`src/rtl/spi_frame_rx_pkg.sv`:
```
// Shared constants, field positions and state encoding for the SPI frame receiver.
package spi_frame_pkg;

    localparam int FRAME_BITS = 16;
    localparam int ADDR_W     = 7;
    localparam int DATA_W     = 8;
    localparam int CNT_W      = 5;

    localparam int RW_BIT   = 15;
    localparam int ADDR_MSB = 14;
    localparam int ADDR_LSB = 8;
    localparam int DATA_MSB = 7;
    localparam int DATA_LSB = 0;

    localparam logic [CNT_W-1:0]  CNT_FULL         = 5'd16;
    localparam logic [CNT_W-1:0]  CNT_SAT          = 5'd17;
    localparam logic [ADDR_W-1:0] MAX_ADDR_DEFAULT = 7'h04;

    typedef enum logic [1:0] {
        RX_IDLE  = 2'd0,
        RX_SHIFT = 2'd1,
        RX_EVAL  = 2'd2
    } rx_state_t;

    // Bit counter sticks at 17 so any over-long frame stays distinguishable from 16.
    function automatic logic [CNT_W-1:0] cnt_step(input logic [CNT_W-1:0] cnt);
        return (cnt == CNT_SAT) ? cnt : cnt + 5'd1;
    endfunction

endpackage

```
`src/rtl/spi_frame_rx_if.sv`:
```
// Bundle of raw SPI pins and the decoded frame outputs towards the register bank.
interface spi_frame_rx_if;
    import spi_frame_pkg::*;

    logic              spi_sclk;
    logic              spi_copi;
    logic              spi_ncs;
    logic              frame_valid;
    logic [ADDR_W-1:0] frame_addr;
    logic [DATA_W-1:0] frame_data;
    logic              frame_err;
    logic              busy;
    logic [7:0]        err_count;

    modport master (
        output spi_sclk, spi_copi, spi_ncs,
        input  frame_valid, frame_addr, frame_data, frame_err, busy, err_count
    );

    modport slave (
        input  spi_sclk, spi_copi, spi_ncs,
        output frame_valid, frame_addr, frame_data, frame_err, busy, err_count
    );

endinterface

```
`src/rtl/spi_frame_rx_sync_edge.sv`:
```
// Multi-flop synchroniser for one asynchronous pin with registered rise/fall pulses.
module sync_edge #(
    parameter int   STAGES  = 2,
    parameter logic RST_VAL = 1'b0
) (
    input  logic clk,
    input  logic rst,
    input  logic din,
    output logic level,
    output logic rise,
    output logic fall
);

    logic [STAGES-1:0] sync_r;
    logic              prev_r;
    logic              rise_r;
    logic              fall_r;

    // Synchroniser chain, delay flop and edge pulse registers.
    always_ff @(posedge clk or posedge rst) begin
        if (rst) begin
            sync_r <= {STAGES{RST_VAL}};
            prev_r <= RST_VAL;
            rise_r <= 1'b0;
            fall_r <= 1'b0;
        end else begin
            sync_r <= {sync_r[STAGES-2:0], din};
            prev_r <= sync_r[STAGES-1];
            rise_r <= sync_r[STAGES-1] & ~prev_r;
            fall_r <= ~sync_r[STAGES-1] & prev_r;
        end
    end

    assign level = sync_r[STAGES-1];
    assign rise  = rise_r;
    assign fall  = fall_r;

endmodule

```
`src/rtl/spi_frame_rx.sv`:
```
// SPI write-frame receiver: synchronises pins, deserialises 16-bit frames, validates them.
// Optional saturating error counter enabled by SPI_FRAME_RX_ERR_COUNT_EN.
module spi_frame_rx
    import spi_frame_pkg::*;
#(
    parameter int                SYNC_STAGES = 2,
    parameter logic [ADDR_W-1:0] MAX_ADDR    = MAX_ADDR_DEFAULT
) (
    input  logic           clk,
    input  logic           rst,
    spi_frame_rx_if.slave  bus
);

    localparam logic [1:0] ST_IDLE  = RX_IDLE;
    localparam logic [1:0] ST_SHIFT = RX_SHIFT;
    localparam logic [1:0] ST_EVAL  = RX_EVAL;

    logic sclk_lvl_s, sclk_rise_s, sclk_fall_s;
    logic copi_lvl_s, copi_rise_s, copi_fall_s;
    logic ncs_lvl_s,  ncs_rise_s,  ncs_fall_s;
    logic unused_edges_s;

    logic [1:0]            state_r;
    logic [CNT_W-1:0]      cnt_r;
    logic [FRAME_BITS-1:0] shift_r;
    logic                  valid_r;
    logic                  err_r;
    logic [ADDR_W-1:0]     addr_r;
    logic [DATA_W-1:0]     data_r;
    logic                  busy_r;
    logic [SYNC_STAGES:0]  warm_r;
    logic                  armed_r;
    logic                  eval_valid_s;
    logic                  eval_err_s;

    sync_edge #(.STAGES(SYNC_STAGES), .RST_VAL(1'b0)) u_sync_sclk (
        .clk(clk), .rst(rst), .din(bus.spi_sclk),
        .level(sclk_lvl_s), .rise(sclk_rise_s), .fall(sclk_fall_s)
    );

    sync_edge #(.STAGES(SYNC_STAGES), .RST_VAL(1'b0)) u_sync_copi (
        .clk(clk), .rst(rst), .din(bus.spi_copi),
        .level(copi_lvl_s), .rise(copi_rise_s), .fall(copi_fall_s)
    );

    sync_edge #(.STAGES(SYNC_STAGES), .RST_VAL(1'b1)) u_sync_ncs (
        .clk(clk), .rst(rst), .din(bus.spi_ncs),
        .level(ncs_lvl_s), .rise(ncs_rise_s), .fall(ncs_fall_s)
    );

    assign unused_edges_s = ^{sclk_lvl_s, sclk_fall_s, copi_rise_s, copi_fall_s};

    // Frame acceptance decision, evaluated against the completed shift register.
    always_comb begin
        eval_valid_s = 1'b0;
        eval_err_s   = 1'b0;
        if (cnt_r == CNT_FULL) begin
            if (shift_r[RW_BIT]) begin
                if (shift_r[ADDR_MSB:ADDR_LSB] <= MAX_ADDR) begin
                    eval_valid_s = 1'b1;
                end else begin
                    eval_err_s = 1'b1;
                end
            end else begin
                eval_valid_s = 1'b0;
            end
        end else if (cnt_r != 5'd0) begin
            eval_err_s = 1'b1;
        end else begin
            eval_err_s = 1'b0;
        end
    end

    // Receive FSM, shifter, strobes and held frame fields.
    always_ff @(posedge clk or posedge rst) begin
        if (rst) begin
            state_r <= ST_IDLE;
            cnt_r   <= 5'd0;
            shift_r <= 16'h0000;
            valid_r <= 1'b0;
            err_r   <= 1'b0;
            addr_r  <= 7'h00;
            data_r  <= 8'h00;
            busy_r  <= 1'b0;
            warm_r  <= '0;
            armed_r <= 1'b0;
        end else begin
            valid_r <= 1'b0;
            err_r   <= 1'b0;
            busy_r  <= ~ncs_lvl_s;
            warm_r  <= {warm_r[SYNC_STAGES-1:0], 1'b1};
            // The chain resets to "nCS high", so only trust a high level once real samples fill it.
            if (warm_r[SYNC_STAGES] && ncs_lvl_s) begin
                armed_r <= 1'b1;
            end
            case (state_r)
                ST_IDLE: begin
                    cnt_r <= 5'd0;
                    if (ncs_fall_s && armed_r) begin
                        state_r <= ST_SHIFT;
                        shift_r <= 16'h0000;
                    end
                end
                ST_SHIFT: begin
                    if (ncs_rise_s) begin
                        state_r <= ST_EVAL;
                    end else if (sclk_rise_s) begin
                        shift_r <= {shift_r[FRAME_BITS-2:0], copi_lvl_s};
                        cnt_r   <= cnt_step(cnt_r);
                    end
                end
                ST_EVAL: begin
                    state_r <= ST_IDLE;
                    valid_r <= eval_valid_s;
                    err_r   <= eval_err_s;
                    if (eval_valid_s) begin
                        addr_r <= shift_r[ADDR_MSB:ADDR_LSB];
                        data_r <= shift_r[DATA_MSB:DATA_LSB];
                    end
                end
                default: begin
                    state_r <= ST_IDLE;
                end
            endcase
        end
    end

    assign bus.frame_valid = valid_r;
    assign bus.frame_err   = err_r;
    assign bus.frame_addr  = addr_r;
    assign bus.frame_data  = data_r;
    assign bus.busy        = busy_r;

`ifdef SPI_FRAME_RX_ERR_COUNT_EN
    logic [7:0] err_cnt_r;

    // Saturating count of rejected frames.
    always_ff @(posedge clk or posedge rst) begin
        if (rst) begin
            err_cnt_r <= 8'h00;
        end else if (err_r && (err_cnt_r != 8'hFF)) begin
            err_cnt_r <= err_cnt_r + 8'h01;
        end
    end

    assign bus.err_count = err_cnt_r;
`else
    assign bus.err_count = 8'h00;
`endif

endmodule
```
`src/flat_wrapper.sv`:
```
// flat-port wrapper written by rule: the top's interface ports become plain ports
module spi_frame_rx_flat import spi_frame_pkg::*;
#(
    parameter int                SYNC_STAGES = 2,
    parameter logic [ADDR_W-1:0] MAX_ADDR    = MAX_ADDR_DEFAULT
)
  (clk, rst, bus_spi_sclk, bus_spi_copi, bus_spi_ncs, bus_frame_valid, bus_frame_addr, bus_frame_data, bus_frame_err, bus_busy, bus_err_count);
  spi_frame_rx_if bus_i ();
  input  logic clk;
  input  logic rst;
  input wire logic [$bits(bus_i.spi_sclk)-1:0] bus_spi_sclk;
  input wire logic [$bits(bus_i.spi_copi)-1:0] bus_spi_copi;
  input wire logic [$bits(bus_i.spi_ncs)-1:0] bus_spi_ncs;
  output wire logic [$bits(bus_i.frame_valid)-1:0] bus_frame_valid;
  output wire logic [$bits(bus_i.frame_addr)-1:0] bus_frame_addr;
  output wire logic [$bits(bus_i.frame_data)-1:0] bus_frame_data;
  output wire logic [$bits(bus_i.frame_err)-1:0] bus_frame_err;
  output wire logic [$bits(bus_i.busy)-1:0] bus_busy;
  output wire logic [$bits(bus_i.err_count)-1:0] bus_err_count;
  assign bus_i.spi_sclk = bus_spi_sclk;
  assign bus_i.spi_copi = bus_spi_copi;
  assign bus_i.spi_ncs = bus_spi_ncs;
  assign bus_frame_valid = bus_i.frame_valid;
  assign bus_frame_addr = bus_i.frame_addr;
  assign bus_frame_data = bus_i.frame_data;
  assign bus_frame_err = bus_i.frame_err;
  assign bus_busy = bus_i.busy;
  assign bus_err_count = bus_i.err_count;
  spi_frame_rx #(.SYNC_STAGES(SYNC_STAGES), .MAX_ADDR(MAX_ADDR)) u_core (.clk(clk), .rst(rst), .bus(bus_i));
endmodule
```
`config.mk`:
```
export PLATFORM = sky130hd
export DESIGN_NAME = spi_frame_rx_flat
export DESIGN_NICKNAME = d
export VERILOG_FILES = /design/src/rtl/spi_frame_rx_pkg.sv /design/src/rtl/spi_frame_rx_if.sv /design/src/rtl/spi_frame_rx_sync_edge.sv /design/src/rtl/spi_frame_rx.sv /design/src/flat_wrapper.sv
export SDC_FILE = /design/constraint.sdc
export NUM_CORES = 1
export LEC_CHECK = 0
export ABC_AREA = 1
export ABC_CLOCK_PERIOD_IN_PS = 2150
export CORE_MARGIN = 3
export CORE_UTILIZATION = 55
export DETAILED_ROUTE_END_ITERATION = 6
export DONT_BUFFER_PORTS = 1
export GPL_TIMING_DRIVEN = 0
export PLACE_DENSITY = 0.79
export SLEW_MARGIN = 20
export SYNTH_ARGS = -nofsm -noshare
export SYNTH_HDL_FRONTEND = slang
export SYNTH_HIERARCHICAL = 1
export SYNTH_SLANG_ARGS = --single-unit
```
`constraint.sdc`:
```
create_clock -name clk -period 2.15 [get_ports clk]
set_input_delay 0.645 -clock clk [delete_from_list [all_inputs] [get_ports clk]]
set_output_delay 0.645 -clock clk [all_outputs]
set_load 0.02 [all_outputs]
```
==> results of run 1 <==
-- placed cells by master, fill, tap and decap left out, drive strengths merged --
cell,instances
dfrtp,53
nor3,1
conb,9
nor2,27
nand3b,11
nand3,24
o21ai,3
ha,3
nand2,94
dfstp,3
clkinv,1
clkinvlp,1
a21oi,1
nand4,2
xnor2,1
inv,31
buf,17
a21o,1
clkbuf,5
-- area by class of cell --
cell class                 instances  area share (%)
multi-input combinational        177            32.2
timing repair buffer               1           0.749
tap                               50            2.34
clock inverter                     3           0.796
inverter                          30            4.21
buffer                            16            4.54
clock buffer                       5            2.57
sequential                        56            52.6
-- power by group through the flow --
stage | Combinational, mW | Clock (mW) | Sequential, mW
2_1_floorplan | 0.287 | 0 | 1.16
5_1_grt | 0.406 | 0.624 | 1.16
6_report | 0.360 | 0.569 | 1.15
4_1_cts | 0.361 | 0.594 | 1.15
3_3_place_gp | 0.352 | 0 | 1.17
3_5_place_dp | 0.361 | 0 | 1.17
-- critical path: stages, from the launching register on --
cell and delay [ns]:
dfrtp_1 0.45, inv_2 0.10, nand2_4 0.09, o21ai_4 0.32, nand2_4 0.13, buf_6 0.18
nand2_2 0.06, nand2_2 0.04
-- flip-flops by register name (all words and copies together) (netlist names) --
signal / cells
u_core/bus.frame_err: 1
u_core/bus.frame_addr: 7
u_core/bus.busy: 1
u_core/bus.frame_valid: 1
u_core/u_sync_sclk/prev_r: 1
u_core/u_sync_sclk/sync_r: 2
u_core/bus.frame_data: 8
u_core/u_sync_ncs/sync_r: 2
u_core/u_sync_ncs/prev_r: 1
u_core/cnt_r: 5
u_core/shift_r: 16
u_core/warm_r: 3
u_core/u_sync_ncs/rise: 1
u_core/u_sync_ncs/fall: 1
u_core/state_r: 2
u_core/armed_r: 1
u_core/u_sync_sclk/rise: 1
u_core/u_sync_copi/sync_r: 2
-- metrics by stage --
stage	worst slack (ns)	cell area, um^2
global placement	-0.0412	2560
finish	0.679	2670
global route	0.582	2670
detailed placement	0.698	2580
floorplan	0.446	2500
CTS	0.677	2670
-- worst paths after layout --
| check | startpoint | end | slack (ns) |
|---|---|---|---|
| worst max register to register | u_core/state_r[1]$_DFFE_PP0P_ | u_core/shift_r[5]$_DFFE_PP0P_ | 0.68 |
| max in group asynchronous | rst | u_core/warm_r[2]$_DFF_PP0_ | 1.54 |
| worst min-delay path | rst | u_core/u_sync_copi/sync_r[0]$_DFF_PP0_ | 0.06 |
| worst max-delay path | u_core/state_r[1]$_DFFE_PP0P_ | u_core/shift_r[5]$_DFFE_PP0P_ | 0.68 |
| worst min register to register | u_core/warm_r[1]$_DFF_PP0_ | u_core/warm_r[2]$_DFF_PP0_ | 0.36 |
| min in group clk | bus_spi_ncs | u_core/u_sync_ncs/sync_r[0]$_DFF_PP1_ | 0.32 |
-- metal layers --
| layer | up-vias | track usage [%] | wire length (um) |
|---|---|---|---|
| met4 | 0 | 7.38 | 74 |
| met5 | - | 0 | 0 |
| met1 | 776 | 23.8 | 1870 |
| met2 | 38 | 27.7 | 2000 |
| li1 | 842 | - | - |
| met3 | 6 | 3.99 | 184 |
==> results by group, run 1 <==
Floorplan
  – I/O pin cnt: 31
  – Starting density of the core: 59.3%
  – DIE AREA: 0.00534 mm^2
  – Row cnt: 23
  – Core Area: 0.00417 mm^2
  – Chip height: 73.1 um
  – Horiz. Die Dim: 73.1 um

Synthesis
  – Syn_area_per_cell: 9.09 um^2
  – Synth Instances: 272
  – Ys Warns: 6
  – Synth Cell Area: 0.00247 mm^2

Power and ir drop
  – Sequential share of power: 55.3%
  – Clock share of power: 27.3%
  – Net Sw Power: 0.637 mW
  – Gate power share: 17.3%
  – Overall power: 2.08 mW
  – Sw frac: 30.6%
  – Leakage: 1.42 nW
  – Int Power: 1.44 mW
  – Power Dens Cells: 778 mW/mm^2
  – VDD IR-drop max: 0.515 mV

Final layout
  – Register Area: 0.00141 mm^2
  – # diodes: 0
  – Area grow syn2layout: 8.04%
  – Layout cell share with drive strength beyond 1: 18.4%
  – Fin cells: 338
  – Fillers: 355
  – Multi-input gate area: 861 um^2
  – Post-Route Utilization: 64.0%
  – Layout Nets: 295

CTS
  – CTS tree: built
  – Clock transition at path regs: 0.10 ns
  – Cts bufs inserted: 5
  – Clock Latency Late Sink: 0.31 ns
  – H-tree Lvls: 2
  – Hold buffers post-CTS: 0
  – Root Buffer: clkbuf_8
  – Setup Buffers After CTS: 0
  – Post-CTS sizing: 0
  – CTS max path bufs: 2
  – CTS Sinks: 56

Routing
  – Initial DRC count: 133
  – Routed Antenna Nets: 0
  – Router iterations before antenna repair: 4
  – Drc violations: 0
  – Vias: 1662
  – Detailed-route wire length: 4140 um
  – DR WL/cell: 12.2 um
  – Via density: 4.92

Min path
  – Hold crit path type: in -> async

Setup path
  – Critical Path Sink Type: register
  – Worst setup SP type: register
  – CP max FO: 10
  – CP required: 2.36 ns
  – Arrival time worst endpoint: 1.68 ns
  – Worst r2r path cells: 7
  – Setup CP Type: reg -> reg

Place
  – Post-placement cell count: 330
  – Input/output buffers: 0
  – HPWL Detailed: 2960 um
  – Placer Congestion: 0.801

Timing
  – Setup-failing EPs final: 0
  – Final Skew: 0.00897 ns
  – Min cycle time layout: 1.47 ns
  – Setup TNS: 0 ns
  – RSZ-0062 raised after global routing: false
  – Final Cycle Share: 68.4%
  – Min Hold Slack: 0.0603 ns
  – Max Freq: 680 MHz
  – Slew Limit Fails: 0
  – Hold Vio Cnt, Final: 0

Global route
  – First-pass GRT wire length: 7200 um
  – Total track usage: 17.7%
  – Total grt overflow: 0
  – Maximum number of pins on one net before global-route repair: 35
  – Vias in the first global route: 1594
  – Antenna violations before repair: 0

Run status
  – Run status: completed

Job
  – Max_cap viols: 0
No activity file was read; power rests on OpenSTA's default activity.
==> inputs of run 2 (changes only) <==
ABC_CLOCK_PERIOD_IN_PS = 1280   (was 2150)
PLACE_DENSITY = 0.82   (was 0.79)
clock period = 1.28 ns   (was 2.15 ns; I/O delays follow)
==> run 2 against run 1 <==
Effect of this change: highest routed layer unchanged; hold slack gained 0.0046 ns; critical endpoint unchanged; largest power group unchanged; sequential share of layout area down 6.1 points; clock skew rose by 0.00082 ns; non-clock buffer count is 17 higher; the flow now finishes with violations (setup timing); die area is the same; critical path type unchanged; setup slack lost 0.74 ns; count of clock-buffer cells in the layout is the same; sequential power rose by 68%.
==> results by group, run 2 (same netlist as run 1, synthesis figures left out) <==
Run status
  – Run status: finished with violations (was completed)
  – Failing checks: setup timing

CTS
  – Cts bufs inserted: 5 (unchanged)
  – Clock transition at path regs: 0.10 ns (about the same)
  – Root Buffer: clkbuf_8 (unchanged)
  – H-tree Lvls: 2 (unchanged)
  – CTS Sinks: 56 (unchanged)
  – CTS max path bufs: 2 (unchanged)
  – Clock Latency Late Sink: 0.30 ns (was 0.31 ns)
  – CTS tree: built (unchanged)

Final layout
  – Layout Nets: 313 (was 295)
  – Largest register FFs: 16 (unchanged)
  – Layout cell share with drive strength beyond 1: 34.3% (was 18.4%)
  – Most frequent cells in the layout: nand2_1 (56), dfrtp_1 (50), nand2_2 (28) (was nand2_1 (75), dfrtp_1 (53), inv_1 (27))
  – Top reg by flops: u_core/shift_r (unchanged)
  – Fin cells: 356 (was 338)
  – Area grow syn2layout: 22.5% (was 8.04%)
  – # diodes: 0 (unchanged)
  – Post-Route Utilization: 72.6% (was 64.0%)
  – Fillers: 278 (was 355)
  – Most common cell after layout, fill and taps aside: nand2_1 (unchanged)

Setup path
  – Critical R2R Capture: u_core/shift_r[5]$_DFFE_PP0P_ (unchanged)
  – CP max FO: 5 (was 10)
  – Reg2reg setup slack: -0.06 ns (was 0.68 ns)
  – Arrival time worst endpoint: 1.54 ns (was 1.68 ns)
  – Worst setup SP type: register (unchanged)
  – Setup CP Type: reg -> reg (unchanged)
  – CP required: 1.48 ns (was 2.36 ns)
  – FF-to-FF Start: u_core/state_r[1]$_DFFE_PP0P_ (unchanged)
  – Critical Path Sink Type: register (unchanged)
  – Worst r2r path cells: 7 (unchanged)

Routing
  – Drc violations: 0 (unchanged)
  – Initial DRC count: 146 (was 133)
  – Via density: 5.04 (was 4.92)
  – Routed Antenna Nets: 0 (unchanged)
  – Vias: 1794 (was 1662)
  – Router iterations before antenna repair: 4 (unchanged)
  – Detailed-route wire length: 4880 um (was 4140 um)
  – DR WL/cell: 13.7 um (was 12.2 um)

Timing
  – Setup-failing EPs final: 30 (was 0)
  – RSZ-0062 raised after global routing: true (was false)
  – Min cycle time layout: 1.34 ns (was 1.47 ns)
  – Slew @ Worst Pin: 0.947 ns
  – Slew HR: 36.8%
  – Final Skew: 0.00980 ns (was 0.00897 ns)
  – Final Cycle Share: 105% (was 68.4%)
  – Hold Vio Cnt, Final: 0 (unchanged)
  – Min Hold Slack: 0.0649 ns (was 0.0603 ns)
  – Post-route setup slack: -0.0646 ns (was 0.679 ns)
  – Max Freq: 744 MHz (was 680 MHz)
  – Slew Limit Fails: 0 (unchanged)

Min path
  – Startpoint of the worst hold path: bus_spi_ncs
  – Hold crit path type: in -> reg (was in -> async)
  – Hold EP: u_core/u_sync_ncs/sync_r[0]$_DFF_PP1_
  – Hold depth: 0

Place
  – HPWL Detailed: 2840 um (was 2960 um)
  – Post-placement cell count: 329 (was 330)
  – Placer Congestion: 0.819 (was 0.801)
  – Post-Place Setup Slack: -0.155 ns (was 0.698 ns)
  – Input/output buffers: 0 (unchanged)

Global route
  – Maximum number of pins on one net before global-route repair: 46 (was 35)
  – Vias in the first global route: 1570 (was 1594)
  – Total grt overflow: 0 (unchanged)
  – Antenna violations before repair: 0 (unchanged)
  – Total track usage: 17.5% (was 17.7%)
  – First-pass GRT wire length: 7160 um (was 7200 um)

Power and ir drop
  – Power Dens Cells: 1300 mW/mm^2 (was 778 mW/mm^2)
  – Overall power: 3.94 mW (was 2.08 mW)
  – Leakage: 1.54 nW (was 1.42 nW)
  – VDD IR-drop max: 1.08 mV (was 0.515 mV)

Floorplan
  – I/O pin cnt: 31 (unchanged)
  – Starting density of the core: 59.3% (unchanged)
  – DIE AREA: 0.00534 mm^2 (unchanged)
  – Row cnt: 23 (unchanged)
  – Chip height: 73.1 um (unchanged)
  – Horiz. Die Dim: 73.1 um (unchanged)
  – Core Area: 0.00417 mm^2 (unchanged)

Job
  – Max_cap viols: 0 (unchanged)
==> run 2: worst max path at each step <==
stage / start / endpoint / slack [ns] / depth (start not counted)
global route: u_core/cnt_r[3]$_DFFE_PP0P_ / u_core/bus.frame_addr[1]$_DFFE_PP0P_ / -0.11 / 7
global placement: u_core/state_r[1]$_DFFE_PP0P_ / u_core/shift_r[4]$_DFFE_PP0P_ / -0.13 / 7
finish: u_core/state_r[1]$_DFFE_PP0P_ / u_core/shift_r[5]$_DFFE_PP0P_ / -0.06 / 7
CTS: u_core/state_r[1]$_DFFE_PP0P_ / u_core/bus.frame_data[1]$_DFFE_PP0P_ / -0.01 / 8
detailed placement: u_core/state_r[1]$_DFFE_PP0P_ / u_core/shift_r[4]$_DFFE_PP0P_ / -0.15 / 7
floorplan: u_core/state_r[1]$_DFFE_PP0P_ / u_core/shift_r[8]$_DFFE_PP0P_ / 0.02 / 7
==> run 2: metal layers <==
metal	share of wire, %	GRT usage (%)	vias to the layer above
met5	0	0	-
met4	1.1	4.30	0
met3	5.7	4.41	6
met2	52	28.5	62
met1	41	23.4	851
li1	-	-	875
==> run 2: per-stage QoR <==
step	cell area, um^2	setup TNS, ns
2_1_floorplan	2500	0
3_3_place_gp	2570	-2.73
3_5_place_dp	2570	-3.49
4_1_cts	2840	-0.0565
5_1_grt	3030	-2.80
6_report	3030	-1.43
==> run 2: timing repair <==
item	CTS	global route
gates resized for setup	18	45
hold buffers	1	0
endpoints found under the setup margin	36	35
cloned	2	1
hold endpoints to repair	8	0
pin swaps	2	14
setup buffers	10	6
==> run 2: cell type report <==
| class | count | area (um^2) | area share, % |
|---|---|---|---|
| Sequential cell | 56 | 1410 | 46.5 |
| Clock inverter | 3 | 18.8 | 0.620 |
| Timing Repair Buffer | 19 | 189 | 6.24 |
| Buffer | 15 | 140 | 4.63 |
| Clock buffer | 5 | 68.8 | 2.27 |
| Tap cell | 50 | 62.6 | 2.07 |
| Multi-Input combinational cell | 177 | 1010 | 33.5 |
| Inverter | 30 | 120 | 3.97 |
| Timing Repair inverter | 1 | 7.51 | 0.248 |
==> run 2: critical path: stages (launching register included) <==
cell and delay, ns:
dfrtp_1 0.45, inv_2 0.12, nand2_4 0.07, o21ai_4 0.20
nand2_4 0.14, buf_12 0.17, nand2_2 0.06, nand2_2 0.04
==> run 2: where the power goes <==
part / internal [mW] / total [mW] / switching, mW / leakage, nW
clock: 0.382 / 0.923 / 0.541 / 0.0479
combinational: 0.474 / 1.08 / 0.608 / 0.763
sequential: 1.86 / 1.93 / 0.0766 / 0.734
total: 2.71 / 3.94 / 1.23 / 1.54
